===== src/rtl/i2s_level_detector.sv =====
// Drains PCM words from the I2S receive FIFO and reports the per-window mean |sample|,
// the peak |sample| and a hysteresis activity flag once per power-of-two window.
module i2s_level_detector #(
   parameter int unsigned DW           = 32,
   parameter int unsigned MAX_WIN_LOG2 = 8
) (
   input  logic          clk,
   input  logic          rst_n,
   input  logic          en,
   input  logic          fifo_empty,
   input  logic [DW-1:0] fifo_rdata,
   output logic          fifo_rd,
   input  logic [3:0]    window_log2,
   input  logic [DW-1:0] th_hi,
   input  logic [DW-1:0] th_lo,
   output logic [DW-1:0] level,
   output logic [DW-1:0] peak,
   output logic          active,
   output logic          win_done
);

   localparam int unsigned AW   = DW + MAX_WIN_LOG2;
   localparam int unsigned CW   = MAX_WIN_LOG2 + 1;
   localparam logic [3:0]  WMAX = 4'(MAX_WIN_LOG2);
   localparam logic [DW-1:0] SMIN = {1'b1, {(DW-1){1'b0}}};
   localparam logic [DW-1:0] SMAX = {1'b0, {(DW-1){1'b1}}};

   typedef enum logic [1:0] {IDLE, RUN, REPORT} state_t;

   state_t        state_q;
   logic [AW-1:0] acc_q;
   logic [CW-1:0] cnt_q;
   logic [DW-1:0] peak_acc_q;
   logic [DW-1:0] s_q;
   logic          s_vld_q;
   logic [3:0]    win_log2_q;
   logic [DW-1:0] level_q;
   logic [DW-1:0] peak_q;
   logic          active_q;
   logic          win_done_q;

   logic [3:0]    win_clamp_c;
   logic [CW-1:0] cnt_last_c;
   logic          last_c;
   logic [DW-1:0] abs_c;
   logic [AW-1:0] acc_sum_c;
   logic [DW-1:0] peak_max_c;
   logic [DW-1:0] level_new_c;
   logic          active_new_c;

   // Window bookkeeping, saturating magnitude and report values
   always_comb begin
      win_clamp_c  = (window_log2 > WMAX) ? WMAX : window_log2;
      cnt_last_c   = CW'((CW'(1) << win_log2_q) - CW'(1));
      last_c       = s_vld_q && (cnt_q == cnt_last_c);
      fifo_rd      = rst_n && en && (state_q == RUN) && !fifo_empty && !last_c;
      abs_c        = s_q;
      if (s_q[DW-1]) begin
         abs_c = (s_q == SMIN) ? SMAX : DW'(-s_q);
      end
      acc_sum_c    = acc_q + AW'(abs_c);
      peak_max_c   = (abs_c > peak_acc_q) ? abs_c : peak_acc_q;
      level_new_c  = DW'(acc_q >> win_log2_q);
      active_new_c = active_q;
      if (level_new_c > th_hi) begin
         active_new_c = 1'b1;
      end else if (level_new_c < th_lo) begin
         active_new_c = 1'b0;
      end
   end

   always_ff @(posedge clk) begin
      if (!rst_n) begin
         state_q    <= IDLE;
         acc_q      <= '0;
         cnt_q      <= '0;
         peak_acc_q <= '0;
         s_q        <= '0;
         s_vld_q    <= 1'b0;
         win_log2_q <= '0;
         level_q    <= '0;
         peak_q     <= '0;
         active_q   <= 1'b0;
         win_done_q <= 1'b0;
      end else begin
         win_done_q <= 1'b0;
         s_vld_q    <= fifo_rd;
         if (fifo_rd) begin
            s_q <= fifo_rdata;
         end
         case (state_q)
            IDLE: begin
               if (en) begin
                  state_q    <= RUN;
                  win_log2_q <= win_clamp_c;
               end
            end
            RUN: begin
               // Dropping en abandons the partial window; reported outputs are held
               if (!en) begin
                  state_q    <= IDLE;
                  acc_q      <= '0;
                  cnt_q      <= '0;
                  peak_acc_q <= '0;
               end else if (s_vld_q) begin
                  acc_q      <= acc_sum_c;
                  peak_acc_q <= peak_max_c;
                  cnt_q      <= cnt_q + CW'(1);
                  if (last_c) begin
                     state_q <= REPORT;
                  end
               end
            end
            REPORT: begin
               level_q    <= level_new_c;
               peak_q     <= peak_acc_q;
               active_q   <= active_new_c;
               win_done_q <= 1'b1;
               acc_q      <= '0;
               cnt_q      <= '0;
               peak_acc_q <= '0;
               if (en) begin
                  state_q    <= RUN;
                  win_log2_q <= win_clamp_c;
               end else begin
                  state_q <= IDLE;
               end
            end
            default: state_q <= IDLE;
         endcase
      end
   end

   assign level    = level_q;
   assign peak     = peak_q;
   assign active   = active_q;
   assign win_done = win_done_q;

endmodule


===== config.mk =====
export PLATFORM = sky130hd
export DESIGN_NAME = i2s_level_detector
export DESIGN_NICKNAME = d
export VERILOG_FILES = /design/src/rtl/i2s_level_detector.sv
export SDC_FILE = /design/constraint.sdc
export NUM_CORES = 1
export LEC_CHECK = 0
export ABC_AREA = 1
export CAP_MARGIN = 20
export CORE_ASPECT_RATIO = 0.75
export CORE_MARGIN = 10
export CORE_UTILIZATION = 30
export CTS_BUF_LIST = sky130_fd_sc_hd__clkbuf_4 sky130_fd_sc_hd__clkbuf_8 sky130_fd_sc_hd__clkbuf_16
export DETAILED_ROUTE_END_ITERATION = 16
export PLACE_DENSITY = 0.58
export SETUP_SLACK_MARGIN = 0.02
export SYNTH_ARGS = -nofsm -noshare
export SYNTH_HDL_FRONTEND = slang
export SYNTH_SLANG_ARGS = --single-unit

===== constraint.sdc =====
create_clock -name clk -period 4.7 [get_ports clk]
set_input_delay 0.94 -clock clk [delete_from_list [all_inputs] [get_ports clk]]
set_output_delay 0.94 -clock clk [all_outputs]
set_load 0.01 [all_outputs]

# --- Word-level counts from Yosys, hierarchy flattened ---
# Index checks and enable logic that the tools add are counted.
op_classes:
  add_sub_neg: 4
  order_cmp: 4
  n_eq_ne: 8
  shifts: 2
  n_mux: 22
  reduce_logical: 16
op_table:
  columns: ["op", "n"]
  rows:
  - ["$mux W32", 5]
  - ["$mux W40", 2]
  - ["$pmux W40 S2", 1]
  - ["$gt A32 B32 Y1", 2]
  - ["$pmux W32 S2", 1]
  - ["$add A40 B32 Y40", 1]
  - ["$shr A40 B4 Y32", 1]
  - ["$eq A32 B32 Y1 const B", 1]
  - ["$lt A32 B32 Y1", 1]
  - ["$neg A32 Y32", 1]
  - ["$mux W9", 2]
  - ["$pmux W9 S2", 1]
  - ["$add A9 B1 Y9 const B", 1]
  - ["$eq A9 B9 Y1", 1]
  - ["$shl A1 B4 Y9 const A", 1]
  - ["$sub A9 B2 Y9 const B", 1]
  - ["$mux W2", 4]
  - ["$ne A3 B3 Y1 const B", 2]
  - ["$pmux W2 S3", 1]
  - ["$reduce_and A2 Y1", 3]
  - ["$reduce_and A3 Y1", 2]
  - ["$logic_and A1 B1 Y1", 5]
  - ["$gt A4 B4 Y1 const B", 1]
  - ["$mux W1", 4]
  - ["other kinds (9)", 11]
totals:
  regBits: 186
  inputBits: 104
  output_inout_bits: 67
  elab_cells: 67

# --- Longest topological paths before layout ---
# Gate-level depths: netlist of run 1.
depth:
  depth_word: 8
  mapped_depth: 28
  mapped_depth_nobuf: 27

# --- Worst setup path before layout of run 1 ---
# Ideal clock, no wire load.
synth_timing:
  kind: "reg-to-reg"
  from: "register s_q[0]"
  to: "register peak_acc_q[20]"
  arrival_ns: 3.488
  t_required_ns: 4.572
  slack_ns: 1.084
  stages_incl_launch_ff: 25
  path_buffers: 2
  path_cell_list: "dfxtp_1 -> inv_1 -> ha_1 -> nand3_2 -> nor2_4 -> nand4_2 -> nor3_2 -> nand3_2 -> nor4_4 -> buf_6 -> nor2_1 -> ha_1 -> nand2_1 -> nor4_1 -> inv_1 -> o21a_1 -> nand2_1 -> o211ai_1 -> nand2_1 -> nand2_1 -> inv_1 -> clkbuf_1 -> nand2_1 -> nand2_1 -> nor2_1"
synth_via:
  elab_chain_len: 7
  elab_cells_between_ends: 11
  classes_between: "1 x add/sub; 1 x order compare; 2 x eq/ne; 6 x mux; 1 x reduce/logical"
synth_lines:
  columns: ["item", "line_no", "source"]
  rows:
  - ["start: declaration", "34", "logic [DW-1:0] s_q;"]
  - ["start signal: assignment", "89", "s_q <= fifo_rdata;"]
  - ["$neg A32 Y32 or $eq A32 B32 Y1 (tied branches)", "59", "abs_c = (s_q == SMIN) ? SMAX : DW'(-s_q);"]
  - ["$mux W32", "59", null]
  - ["$mux W32 *", "58", "if (s_q[DW-1]) begin"]
  - ["branches (longest 4 deep; another with $gt A32 B32 Y1)", null, null]
  - ["end signal: assignment", "107", "peak_acc_q <= peak_max_c;"]
  - ["end: declaration", "33", "logic [DW-1:0] peak_acc_q;"]
# Every way passes the cells marked *. The select of a mux whose other input is x is not followed.
# A chain may end at the register's enable or synchronous reset.

# --- Worst setup path after layout of run 1 ---
layout_timing:
  from: "register s_q[8]"
  to: "register acc_q[37]"
layout_via:
  elab_chain_len: 7
  elab_cells_between_ends: 8
  classes_between: "2 x add/sub; 1 x eq/ne; 5 x mux"
layout_lines:
  columns: ["item", "line_no", "source"]
  rows:
  - ["$neg A32 Y32 or $eq A32 B32 Y1 (tied branches)", "59", null]
  - ["$mux W32", "59", null]
  - ["$mux W32 *", "58", null]
  - ["$add A40 B32 Y40 *", "61", "acc_sum_c = acc_q + AW'(abs_c);"]
  - ["$mux W40 *", "105", "end else if (s_vld_q) begin"]
  - ["$mux W40 *", "100", "if (!en) begin"]
  - ["$pmux W40 S2 *", "91", "case (state_q)"]
  - ["end signal: assignment", "106", "acc_q <= acc_sum_c;"]
  - ["end: declaration", "31", "logic [AW-1:0] acc_q;"]
# Mark *: on every way between the ends. The rest lies on a longest branch, timed or not. The select of a mux whose other input is x is not followed.

==> results of run 1 <==
==> state kept, by name (all words and copies together) (netlist names) <==
| name | count |
|---|---|
| acc_q | 40 |
| level | 32 |
| peak | 32 |
| peak_acc_q | 32 |
| s_q | 32 |
| cnt_q | 9 |
| win_log2_q | 4 |
| state_q | 2 |
| active | 1 |
| s_vld_q | 1 |
| win_done | 1 |
==> cell type report <==
| type | count | area, um2 |
|---|---|---|
| clock buffer | 19 | 440 |
| clock inverter | 13 | 113 |
| fill | 5088 | 29900 |
| inverter | 272 | 1020 |
| multi-input combinational | 1660 | 9100 |
| sequential | 186 | 3720 |
| tap | 639 | 800 |
| timing repair buffer | 209 | 2000 |
==> report_power, final <==
group / total, mW / internal, mW / switching (mW) / leakage, nW
clock network: 1.44 / 0.704 / 0.741 / 0.272
registers: 1.85 / 1.76 / 0.0919 / 1.51
logic: 2.07 / 0.766 / 1.30 / 6.14
==> cell families (layout without fill, tap and decap cells) <==
logic type	Yosys count	after routing	synth area share, %
buf+inv	358	513	10.1
compound gates	489	489	19.2
mux	6	6	0.422
fa+ha+maj	138	138	12.2
simple gates	996	996	30.0
xor+xnor	31	31	1.91
flops	186	186	26.2
==> what timing repair did <==
| item | 4_1_cts | 5_1_grt |
|---|---|---|
| endpoints found under the hold margin | 0 | 0 |
| endpoints found under the setup margin | 0 | 6 |
| resized for setup | 0 | 3 |
==> routing by layer <==
layer	global-route usage (%)	share of wire, %	vias up
met5	0	0	-
met4	4.26	1.6	0
met1	24.7	48	6926
li1	-	-	7558
met3	2.76	6.5	47
met2	26.9	44	445
==> worst register-to-register path: stages, from the launching register on <==
cell and delay [ps]:
dfxtp_1 370, nor2_1 270, nand3_1 190, nor4_1 210, nand2_1 130, nor2_1 130
xor2_1 160, nand3_1 80, o21ai_0 290, inv_2 230, ha_1 410, nand2_1 110
nor2_1 170, inv_1 80, nor3_1 230, and3_1 320, nand3_1 220, nand3_1 250
nand2_1 110, o21ai_0 160, nand2_1 60, a21oi_1 120
==> cells in the final DEF (no fill, tap or decap), types with 7 or more instances in the layout <==
master,instances
nand2_1,553
inv_1,256
a21oi_1,190
dfxtp_1,186
nor2_1,185
o21ai_0,177
clkdlybuf4s50_1,169
nand3_1,143
ha_1,136
buf_4,38
xor2_1,27
nand4_1,26
or2_2,26
nor3_1,22
o21ai_2,19
clkbuf_16,17
o21ai_1,16
a31oi_1,14
o211ai_1,12
inv_2,11
a21boi_0,10
o21a_1,10
nor4_1,8
a21o_1,8
nand3_2,7
==> synth_stat cells (5+ instances only) <==
cell type  number  area (um2)
nand3_2         7        70.1
o21a_1         10        75.1
ha_1          137        1710
nor2_1        185         694
nor3_1         22         110
nand3_1       143         716
buf_2           8        40.0
a211oi_1        5        37.5
xor2_1         27         236
buf_6           9         101
a21o_1          8        60.1
o211ai_1       12        90.1
a21oi_1       190         951
a21boi_0       11        82.6
a31oi_1        14        87.6
o21ai_0       177         886
nor4_1          8        50.1
dfxtp_1       186        3720
o21ai_1        16        80.1
or2_2          26         163
clkbuf_1       49         184
clkinv_1        5        18.8
mux2i_1         6        60.1
nand4_1        26         163
o21ai_2        19         166
inv_1         258         968
nand2_1       553        2080
inv_2           9        33.8
buf_1          18        67.6
==> through the flow <==
step / power, mW / utilization [%] / instances
6_report: 5.36 / 36.5 / 2998
5_1_grt: 5.72 / 36.5 / 2998
4_1_cts: 5.39 / 36.5 / 2998
3_5_place_dp: 3.93 / 35.3 / 2966
3_3_place_gp: 3.90 / 35.3 / 2966
2_1_floorplan: 3.16 / - / 2204
==> path summary, 6_finish.rpt <==
kind,from,end,slack (ps),depth (start not counted)
worst max register to register,s_q[8]$_SDFFE_PN0P_,acc_q[37]$_SDFFE_PN0P_,340,21
worst min-delay path,level[4]$_SDFFE_PN0P_,level[4]$_SDFFE_PN0P_,470,2
worst min register to register,level[4]$_SDFFE_PN0P_,level[4]$_SDFFE_PN0P_,470,2
worst max-delay path,s_q[8]$_SDFFE_PN0P_,acc_q[37]$_SDFFE_PN0P_,340,21
==> reports/results.md, run 1 <==
| Metric | This run | Unit |
| --- | --- | --- |
| Result of the run | finished, final reports clean | - |
| Starting density of the core | 30.2 | % |
| Number of antenna violations at the first check in global routing | 0 | - |
| Count of mapped cells out of synthesis | 2,204 | - |
| Initial detailed-routing violation count | 1,265 | - |
| Total inserted antenna cells | 0 | - |
| Classification of the worst-slack hold path | flop to flop | - |
| Average via count per standard cell | 5.00 | - |
| Pin count of the biggest net entering global routing | 74 | - |
| Period Utilization, post-route | 92.8 | % |
| Worst path buffer plus inverter count | 2 | - |
| Area Growth Syn to Fin | 20.8 | % |
| PortBufs | 170 | - |
| Clock tree from TritonCTS | yes | - |
| Placement-stage worst setup slack | 363 | ps |
| Shortest clock period the worst path allows after layout | 4360 | ps |
| Worst Setup Slack, final | 337 | ps |
| Routed WL per cell | 16.7 | um |
| Total vias in the final route | 15,000 | - |
| Floorplan row count | 69 | - |
| Count of flip-flops with a built-in enable after synthesis | 0 | - |
| Vias in the first global route | 14,200 | - |
| Area inside the core boundary | 47,100 | um2 |
| Insertion delay to the later sink of the worst-skew pair | 480 | ps |
| Number of distinct standard cells referenced by the synthesized netlist | 59 | - |
| Hold Buf Count CTS | 0 | - |
| First-pass GRT wire length | 79.7 | mm |
| Family of cells with the greatest summed delay on the critical path | simple AND/OR/NAND/NOR gates | - |
| Number of warnings printed during yosys synthesis | 0 | - |
| Hold Worst Slack | 475 | ps |
| CTS Sinks | 186 | - |
| Net count of the mapped netlist | 2,446 | - |
| Count of TritonRoute iterations in the first routing pass | 6 | - |
| Ratio of cells with drive above 1 in the final layout | 6.40 | % |
| Post-route design area | 17,200 | um2 |
| Total DRC errors in the routed layout | 0 | - |
| Synthesized area | 14,200 | um2 |
| Highest net fanout along the worst path | 6 | - |
| Setup repair after global routing missed its margin | no | - |
| Arrival time of the worst setup path | 4760 | ps |
| Overall routed net length | 50.2 | mm |
| Post-DRT Antenna Nets | 0 | - |
| Max Transition Viols Final | 0 | - |
| Die height | 209 | um |
| Setup skew after layout | 17.3 | ps |
| Master cell of the clock root buffer | clkbuf_16 | - |
| Type of origin of the critical path | flop | - |
| Final HPWL from detailed placement | 40.3 | mm |
| Worst relative slew slack | 36.3 | % |
| Chain of cells forming the critical path | nor2_1, nand3_1, nor4_1, nand2_1, nor2_1, xor2_1, nand3_1, o21ai_0, inv_2, ha_1, nand2_1, nor2_1, inv_1, nor3_1, and3_1, nand3_1, nand3_1, nand2_1, o21ai_0, nand2_1, a21oi_1 | - |
| CTS Buf Count | 17 | - |
| Avg Cell Area, Syn | 6.46 | um2 |
| Start-to-end type of the worst setup path | flop to flop | - |
| Leakage power total | 7.93 | nW |
| Largest vdd supply drop | 311 | uV |
| Reg clk slew, reported paths | 70 | ps |
| Delay contributed by the slowest stage of the critical path | 410 | ps |
| Die width | 272 | um |
| Residual overflow from global routing | 0 | - |
| Async set-or-reset flop fraction in the synthesized netlist | 0 | % |
| Peak clock frequency supported by timing | 0.229 | GHz |
| Number of setup buffers added after CTS | 0 | - |
| Worst path slowest cell | ha_1 | - |
| H-tree levels | 4 | - |
| Primary FF master, synth | dfxtp_1 | - |
| Final weighted congestion of routability-driven global placement | 0.975 | - |
| Count of max-cap constraint violations | 0 | - |
| Number of buffers between clock root and the deepest sink | 2 | - |
| Final Net Count | 2,588 | - |
| Global-route usage over all layers | 17.4 | % |
| Power Dens Cells | 312 | nW/um2 |
| Category of the worst setup path capture point | flop | - |
| Number of failing hold endpoints at the final stage | 0 | - |
| Placed cell area | 16,600 | um2 |
| # setup viols final | 0 | - |
| Area of the die | 56,700 | um2 |
| Setup TNS after final layout | 0 | ps |
| Number of synthesized register bits | 186 | - |
| Seq/Total Area, Yosys | 26.2 | % |
| Number of ports placed on the die boundary | 171 | - |
| Worst endpoint required time | 5100 | ps |
| Transition time at the pin with the least slew margin | 956 | ps |
Note: power is estimated with default switching activity, not from simulation.
==> inputs of run 2 (changes only) <==
--- a/config.mk
+++ b/config.mk
@@ -9,10 +9,10 @@
 export CAP_MARGIN = 20
 export CORE_ASPECT_RATIO = 0.75
 export CORE_MARGIN = 10
-export CORE_UTILIZATION = 30
+export CORE_UTILIZATION = 40
 export CTS_BUF_LIST = sky130_fd_sc_hd__clkbuf_4 sky130_fd_sc_hd__clkbuf_8 sky130_fd_sc_hd__clkbuf_16
 export DETAILED_ROUTE_END_ITERATION = 16
-export PLACE_DENSITY = 0.58
+export PLACE_DENSITY = 0.7
 export SETUP_SLACK_MARGIN = 0.02
 export SYNTH_ARGS = -nofsm -noshare
 export SYNTH_HDL_FRONTEND = slang
==> run 2 against run 1 <==
Against the previous run:
- non-clock buffer count stayed put
- combinational power about the same
- sequential share of layout area up 0.22 points
- clock skew decreased by 1.8 ps
- first-iteration DRC count increased by 17%
- sequential power barely moved
- worst hold slack worse by 3.1 ps
==> reports/results.md, run 2 (same netlist as run 1, synthesis figures left out) <==
| Metric | This run | Unit |
| --- | --- | --- |
| Starting density of the core | 40.8 | % |
| Cell depth of the worst hold path | 2 | - |
| Post-DRT Antenna Nets | 0 | - |
| Ratio of cells with drive above 1 in the final layout | 6.61 | % |
| Classification of the worst-slack hold path | flop to flop | - |
| Number of ports placed on the die boundary | 171 | - |
| Result of the run | finished, final reports clean | - |
| Overall routed net length | 49.5 | mm |
| Family of cells with the greatest summed delay on the critical path | simple AND/OR/NAND/NOR gates | - |
| Residual overflow from global routing | 0 | - |
| Number of stages on the worst setup path | 12 | - |
| Commonest non-fill, non-tap cells in the layout | nand2_1, inv_1, a21oi_1 | - |
| Register with the highest flop count | acc_q | - |
| Number of antenna violations at the first check in global routing | 0 | - |
| Switch Pwr | 2.17 | mW |
| Total DRC errors in the routed layout | 0 | - |
| First-pass GRT wire length | 78.3 | mm |
| Routed WL per cell | 17.6 | um |
| Register cell area after layout | 3720 | um2 |
| Global-route usage over all layers | 22.4 | % |
| Vias in the first global route | 14,200 | - |
| Power Dens Cells | 320 | nW/um2 |
| Highest net fanout along the worst path | 10 | - |
| Final HPWL from detailed placement | 39.3 | mm |
| Clock power share | 27.5 | % |
| PortBufs | 170 | - |
| Design internal power | 3.27 | mW |
| Master cell of the clock root buffer | clkbuf_16 | - |
| Floorplan row count | 59 | - |
| Final weighted congestion of routability-driven global placement | 0.971 | - |
| Number of failing hold endpoints at the final stage | 0 | - |
| Category of the worst setup path capture point | primary output | - |
| Layout Utilization | 48.8 | % |
| Worst endpoint required time | 3760 | ps |
| Placed cell area | 16,400 | um2 |
| CTS Sinks | 186 | - |
| Worst relative slew slack | 39.4 | % |
| Part of the power in combinational logic | 38.4 | % |
| Sequential share of power | 34.1 | % |
| Setup TNS after final layout | 0 | ps |
| Dominant cell type by count on the critical path | nand2_1 | - |
| Commonest non-fill, non-tap cell in the layout | nand2_1 | - |
| Fillcell total | 3,579 | - |
| Average via count per standard cell | 5.37 | - |
| Hold Buf Count CTS | 0 | - |
| Max Transition Viols Final | 0 | - |
| Final Net Count | 2,588 | - |
| CTS Buf Count | 17 | - |
| Count of TritonRoute iterations in the first routing pass | 6 | - |
| Die height | 183 | um |
| Largest vdd supply drop | 201 | uV |
| Setup repair after global routing missed its margin | no | - |
| Reg clk slew, reported paths | 80 | ps |
| Worst path buffer plus inverter count | 2 | - |
| Pin count of the biggest net entering global routing | 74 | - |
| Type of origin of the critical path | flop | - |
| Shortest clock period the worst path allows after layout | 4330 | ps |
| Area occupied by multi-input gates | 9130 | um2 |
| Delay contributed by the slowest stage of the critical path | 630 | ps |
| Die width | 238 | um |
| Switching share of total power | 39.8 | % |
| Clock tree from TritonCTS | yes | - |
| Count of max-cap constraint violations | 0 | - |
| Area Growth Syn to Fin | 19.6 | % |
| Chain of cells forming the critical path | nor2_1, nand2_1, ha_1, nand2_2, nor3_1, a21oi_1, xor2_1, nand4_1, buf_4, nand2_1, nor3_4, clkdlybuf4s50_1 | - |
| Start-to-end type of the worst setup path | flop to primary output | - |
| # setup viols final | 0 | - |
| Peak clock frequency supported by timing | 0.231 | GHz |
| Arrival time of the worst setup path | 3390 | ps |
| Insertion delay to the later sink of the worst-skew pair | 480 | ps |
| Initial detailed-routing violation count | 1,486 | - |
| Worst path slowest cell | dfxtp_1 | - |
| Period Utilization, post-route | 92.2 | % |
| H-tree levels | 4 | - |
| Transition time at the pin with the least slew margin | 909 | ps |
| Area inside the core boundary | 34,900 | um2 |
| Flip-flop count of the largest register, all copies and words added | 40 | - |
| Total vias in the final route | 15,100 | - |
| Area of the die | 43,600 | um2 |
| Cell depth of the worst flop-to-flop path | 25 | - |
| Total inserted antenna cells | 0 | - |
| Number of buffers between clock root and the deepest sink | 2 | - |
| Setup skew after layout | 15.6 | ps |
| Leakage power total | 7.94 | nW |
| Post-route design area | 17,000 | um2 |
## run 2: timing repair
action / 4_1_cts / 5_1_grt
endpoints found under the hold margin: 0 / 0
resized for setup: 0 / 14
endpoints found under the setup margin: 0 / 47
buffers inserted: 0 / 5
## run 2: area by class of cell
type,instances,share of cell area (%)
multi-input combinational,1660,53.6
sequential,186,21.9
timing repair buffer,209,11.7
inverter,272,6.02
tap,457,3.36
clock buffer,17,2.50
clock inverter,15,0.941
## run 2: metal layers
| metal | vias to the layer above | routed length, um | track usage, % |
|---|---|---|---|
| li1 | 7577 | - | - |
| met1 | 7055 | 24400 | 32.2 |
| met2 | 459 | 20900 | 33.2 |
| met3 | 40 | 3720 | 5.15 |
| met4 | 0 | 515 | 4.55 |
| met5 | - | 0 | 0 |
## run 2: worst reg2reg max path, stage by stage (launching register included)
cell and delay (ps):
dfxtp_1 330, inv_1 90, ha_1 230, nand3_2 170, nor2_4 200, nand4_2 170, nor3_4 200, nand3_2 150
nor4_4 350, buf_4 210, nor2_1 50, inv_1 130, ha_1 280, a21oi_1 180, a21oi_1 130, nor3_1 160
nand3_1 110, nand2_1 70, nand2_1 50, o211ai_1 80, nand2_1 90, nand2_1 160, clkinvlp_4 180, buf_4 210
o21ai_0 160, nor2_1 50
## run 2: power by group through the flow
stage	Combinational, mW	Clock, mW	Sequential (mW)
final	2.09	1.50	1.86
after floorplan	1.26	0	1.90
after global placement	1.99	0	1.88
after global routing	2.33	1.58	1.87
after detailed placement	2.02	0	1.89
after CTS	2.03	1.52	1.85
## run 2: worst paths after layout
kind / start / end / slack (ps)
setup / recovery: win_log2_q[1]$_SDFFE_PN0P_ / fifo_rd / 370
hold / removal: peak_acc_q[30]$_SDFFE_PN0P_ / peak_acc_q[30]$_SDFFE_PN0P_ / 470
hold reg to reg: peak_acc_q[30]$_SDFFE_PN0P_ / peak_acc_q[30]$_SDFFE_PN0P_ / 470
setup reg to reg: s_q[0]$_SDFFE_PN0P_ / peak_acc_q[31]$_SDFFE_PN0P_ / 390
## run 2: per-stage QoR
stage / setup slack (ps) / cells / total power [mW] / hold WS [ps]
2_1_floorplan: 1080 / 2204 / 3.16 / 445
3_3_place_gp: 335 / 2779 / 3.87 / 453
3_5_place_dp: 191 / 2779 / 3.91 / 457
4_1_cts: 170 / 2811 / 5.41 / 468
5_1_grt: 10.7 / 2816 / 5.78 / 499
6_report: 366 / 2816 / 5.44 / 472
==> inputs of run 3 (changes only) <==
--- a/config.mk
+++ b/config.mk
@@ -14,6 +14,7 @@
 export DETAILED_ROUTE_END_ITERATION = 16
 export PLACE_DENSITY = 0.7
 export SETUP_SLACK_MARGIN = 0.02
+export SLEW_MARGIN = 0
 export SYNTH_ARGS = -nofsm -noshare
 export SYNTH_HDL_FRONTEND = slang
 export SYNTH_SLANG_ARGS = --single-unit
==> constraint.sdc (replaced) <==
create_clock -name clk -period 5.5 [get_ports clk]
set_input_delay 1.1 -clock clk [delete_from_list [all_inputs] [get_ports clk]]
set_output_delay 1.1 -clock clk [all_outputs]
set_load 0.01 [all_outputs]
==> run 3 against run 2 <==
Against the previous run:
- combinational power shrank 17%
- wire length decreased by 2.9%
- worst hold slack better by 1.8 ps
- critical path depth increased by 8
- global-route usage is 0.72 points lower
- count of clock-buffer cells in the layout up 2
- critical path type is now flop to flop
- critical endpoint is now peak_acc_q[28]$_SDFFE_PN0P_
==> reports/results.md, run 3 (same netlist as run 1, synthesis figures left out) <==
| Metric | This run | Unit |
| --- | --- | --- |
| Power Dens Cells | 274 | nW/um2 |
| Placed cell area | 16,300 | um2 |
| Category of the worst setup path capture point | flop | - |
| Worst relative slew slack | 36.1 | % |
| Initial detailed-routing violation count | 1,585 | - |
| Shortest clock period the worst path allows after layout | 4980 | ps |
| Clock tree from TritonCTS | yes | - |
| Number of setup buffers added after CTS | 0 | - |
| Routed WL per cell | 17.2 | um |
| Dominant cell type by count on the critical path | nand2_1 | - |
| Final Net Count | 2,570 | - |
| CTS Sinks | 186 | - |
| Transition time at the pin with the least slew margin | 958 | ps |
| Die width | 238 | um |
| Type of origin of the critical path | flop | - |
| Leakage power total | 7.86 | nW |
| Count of TritonRoute iterations in the first routing pass | 7 | - |
| Overall routed net length | 48.1 | mm |
| Result of the run | finished, final reports clean | - |
| Master cell of the clock root buffer | clkbuf_16 | - |
| Start-to-end type of the worst setup path | flop to flop | - |
| First-pass GRT wire length | 76.8 | mm |
| Fillcell total | 3,536 | - |
| Ratio of cells with drive above 1 in the final layout | 5.64 | % |
| Total inserted antenna cells | 0 | - |
| Area Growth Syn to Fin | 18.4 | % |
| Global-route usage over all layers | 21.6 | % |
| Number of ports placed on the die boundary | 171 | - |
| PortBufs | 170 | - |
| Max Transition Viols Final | 0 | - |
| Switching share of total power | 39.5 | % |
| Insertion delay to the later sink of the worst-skew pair | 460 | ps |
| Area of the die | 43,600 | um2 |
| Worst endpoint required time | 5850 | ps |
| Highest net fanout along the worst path | 24 | - |
| Setup repair after global routing missed its margin | no | - |
| Final HPWL from detailed placement | 37.7 | mm |
| Final weighted congestion of routability-driven global placement | 0.999 | - |
| Count of max-cap constraint violations | 0 | - |
| Commonest non-fill, non-tap cells in the layout | nand2_1, inv_1, a21oi_1 | - |
| Post-route design area | 16,900 | um2 |
| Hold Buf Count CTS | 0 | - |
| Worst path buffer plus inverter count | 3 | - |
| Number of placed cells counting well taps | 2,766 | - |
| Residual overflow from global routing | 0 | - |
| Floorplan row count | 59 | - |
| Number of failing hold endpoints at the final stage | 0 | - |
| Setup skew after layout | 14.1 | ps |
| Classification of the worst-slack hold path | flop to flop | - |
| H-tree levels | 4 | - |
| Part of the power in combinational logic | 37.5 | % |
| Layout Utilization | 48.3 | % |
| Worst Setup Slack, final | 521 | ps |
| CTS resizes | 0 | - |
| Reg clk slew, reported paths | 80 | ps |
| Die height | 183 | um |
| Peak clock frequency supported by timing | 0.201 | GHz |
| Average via count per standard cell | 5.45 | - |
| Flip-flop count of the largest register, all copies and words added | 40 | - |
| Total vias in the final route | 15,300 | - |
| Vias in the first global route | 14,200 | - |
| Sequential share of power | 34.3 | % |
| Starting density of the core | 40.8 | % |
| Delay contributed by the slowest stage of the critical path | 510 | ps |
| Largest vdd supply drop | 184 | uV |
| Clock power share | 28.2 | % |
| Family of cells with the greatest summed delay on the critical path | simple AND/OR/NAND/NOR gates | - |
| Post-DRT Antenna Nets | 0 | - |
| Design internal power | 2.80 | mW |
| Placement-stage worst setup slack | 703 | ps |
| CTS Buf Count | 17 | - |
| Total DRC errors in the routed layout | 0 | - |
| Register with the highest flop count | acc_q | - |
| Arrival time of the worst setup path | 5330 | ps |
| Number of antenna violations at the first check in global routing | 1 | - |
| # setup viols final | 0 | - |
| Chain of cells forming the critical path | inv_1, ha_1, nand3_2, nor2_4, nand4_2, nor3_2, nand3_2, nor4_4, nor2_1, ha_1, nand2_1, nor4_1, nand4_1, o211ai_1, nand2_1, nand2_1, buf_4, inv_1, o21ai_0, nor2_1 | - |
| Number of buffers between clock root and the deepest sink | 2 | - |
| Pin count of the biggest net entering global routing | 74 | - |
| Switch Pwr | 1.83 | mW |
| Period Utilization, post-route | 90.5 | % |
| Area inside the core boundary | 34,900 | um2 |
| Commonest non-fill, non-tap cell in the layout | nand2_1 | - |
| Final Instance Count excl. Fillers | 2,798 | - |
| Worst path slowest cell | nor4_4 | - |
| Setup TNS after final layout | 0 | ps |
run 3: worst paths after layout:
path	end	depth (start not counted)	slack, ps	startpoint
setup / recovery	peak_acc_q[28]$_SDFFE_PN0P_	20	520	s_q[0]$_SDFFE_PN0P_
hold reg to reg	level[24]$_SDFFE_PN0P_	2	470	level[24]$_SDFFE_PN0P_
hold / removal	level[24]$_SDFFE_PN0P_	2	470	level[24]$_SDFFE_PN0P_
setup reg to reg	peak_acc_q[28]$_SDFFE_PN0P_	20	520	s_q[0]$_SDFFE_PN0P_
run 3: power groups by stage:
stage / clock [mW] / sequential, mW / combinational [mW]
6_report: 1.31 / 1.59 / 1.74
5_1_grt: 1.37 / 1.60 / 1.94
4_1_cts: 1.32 / 1.58 / 1.71
3_5_place_dp: 0 / 1.61 / 1.70
3_3_place_gp: 0 / 1.61 / 1.67
2_1_floorplan: 0 / 1.63 / 1.08
run 3: final cells by class:
cell class | instances | area (um2) | area share [%]
Clock buffer | 19 | 447 | 2.65
Clock inverter | 13 | 149 | 0.883
Inverter | 272 | 1020 | 6.05
Multi-Input combinational cell | 1660 | 9100 | 54.0
Sequential cell | 186 | 3720 | 22.1
Tap cell | 457 | 572 | 3.39
Timing Repair Buffer | 191 | 1850 | 11.0
run 3: layer usage:
layer  vias up  wire length, um  global-route usage [%]
li1       7541                -                       -
met1      7020            22100                    30.1
met2       628            20300                    32.6
met3        59             4910                    5.69
met4         2              830                    5.35
met5         -               19                       0
run 3: worst reg2reg max path, stage by stage, from the launching register on:
cell,delay (ps)
dfxtp_1,330
inv_1,90
ha_1,230
nand3_2,170
nor2_4,200
nand4_2,140
nor3_2,230
nand3_2,190
nor4_4,510
nor2_1,350
ha_1,400
nand2_1,100
nor4_1,420
nand4_1,210
o211ai_1,210
nand2_1,90
nand2_1,90
buf_4,240
inv_1,350
o21ai_0,260
nor2_1,70
run 3: through the flow:
stage               hold slack, ps  total power, mW
floorplan                      445             2.70
global placement               455             3.28
detailed placement             463             3.31
CTS                            476             4.61
global route                   492             4.92
finish                         473             4.63
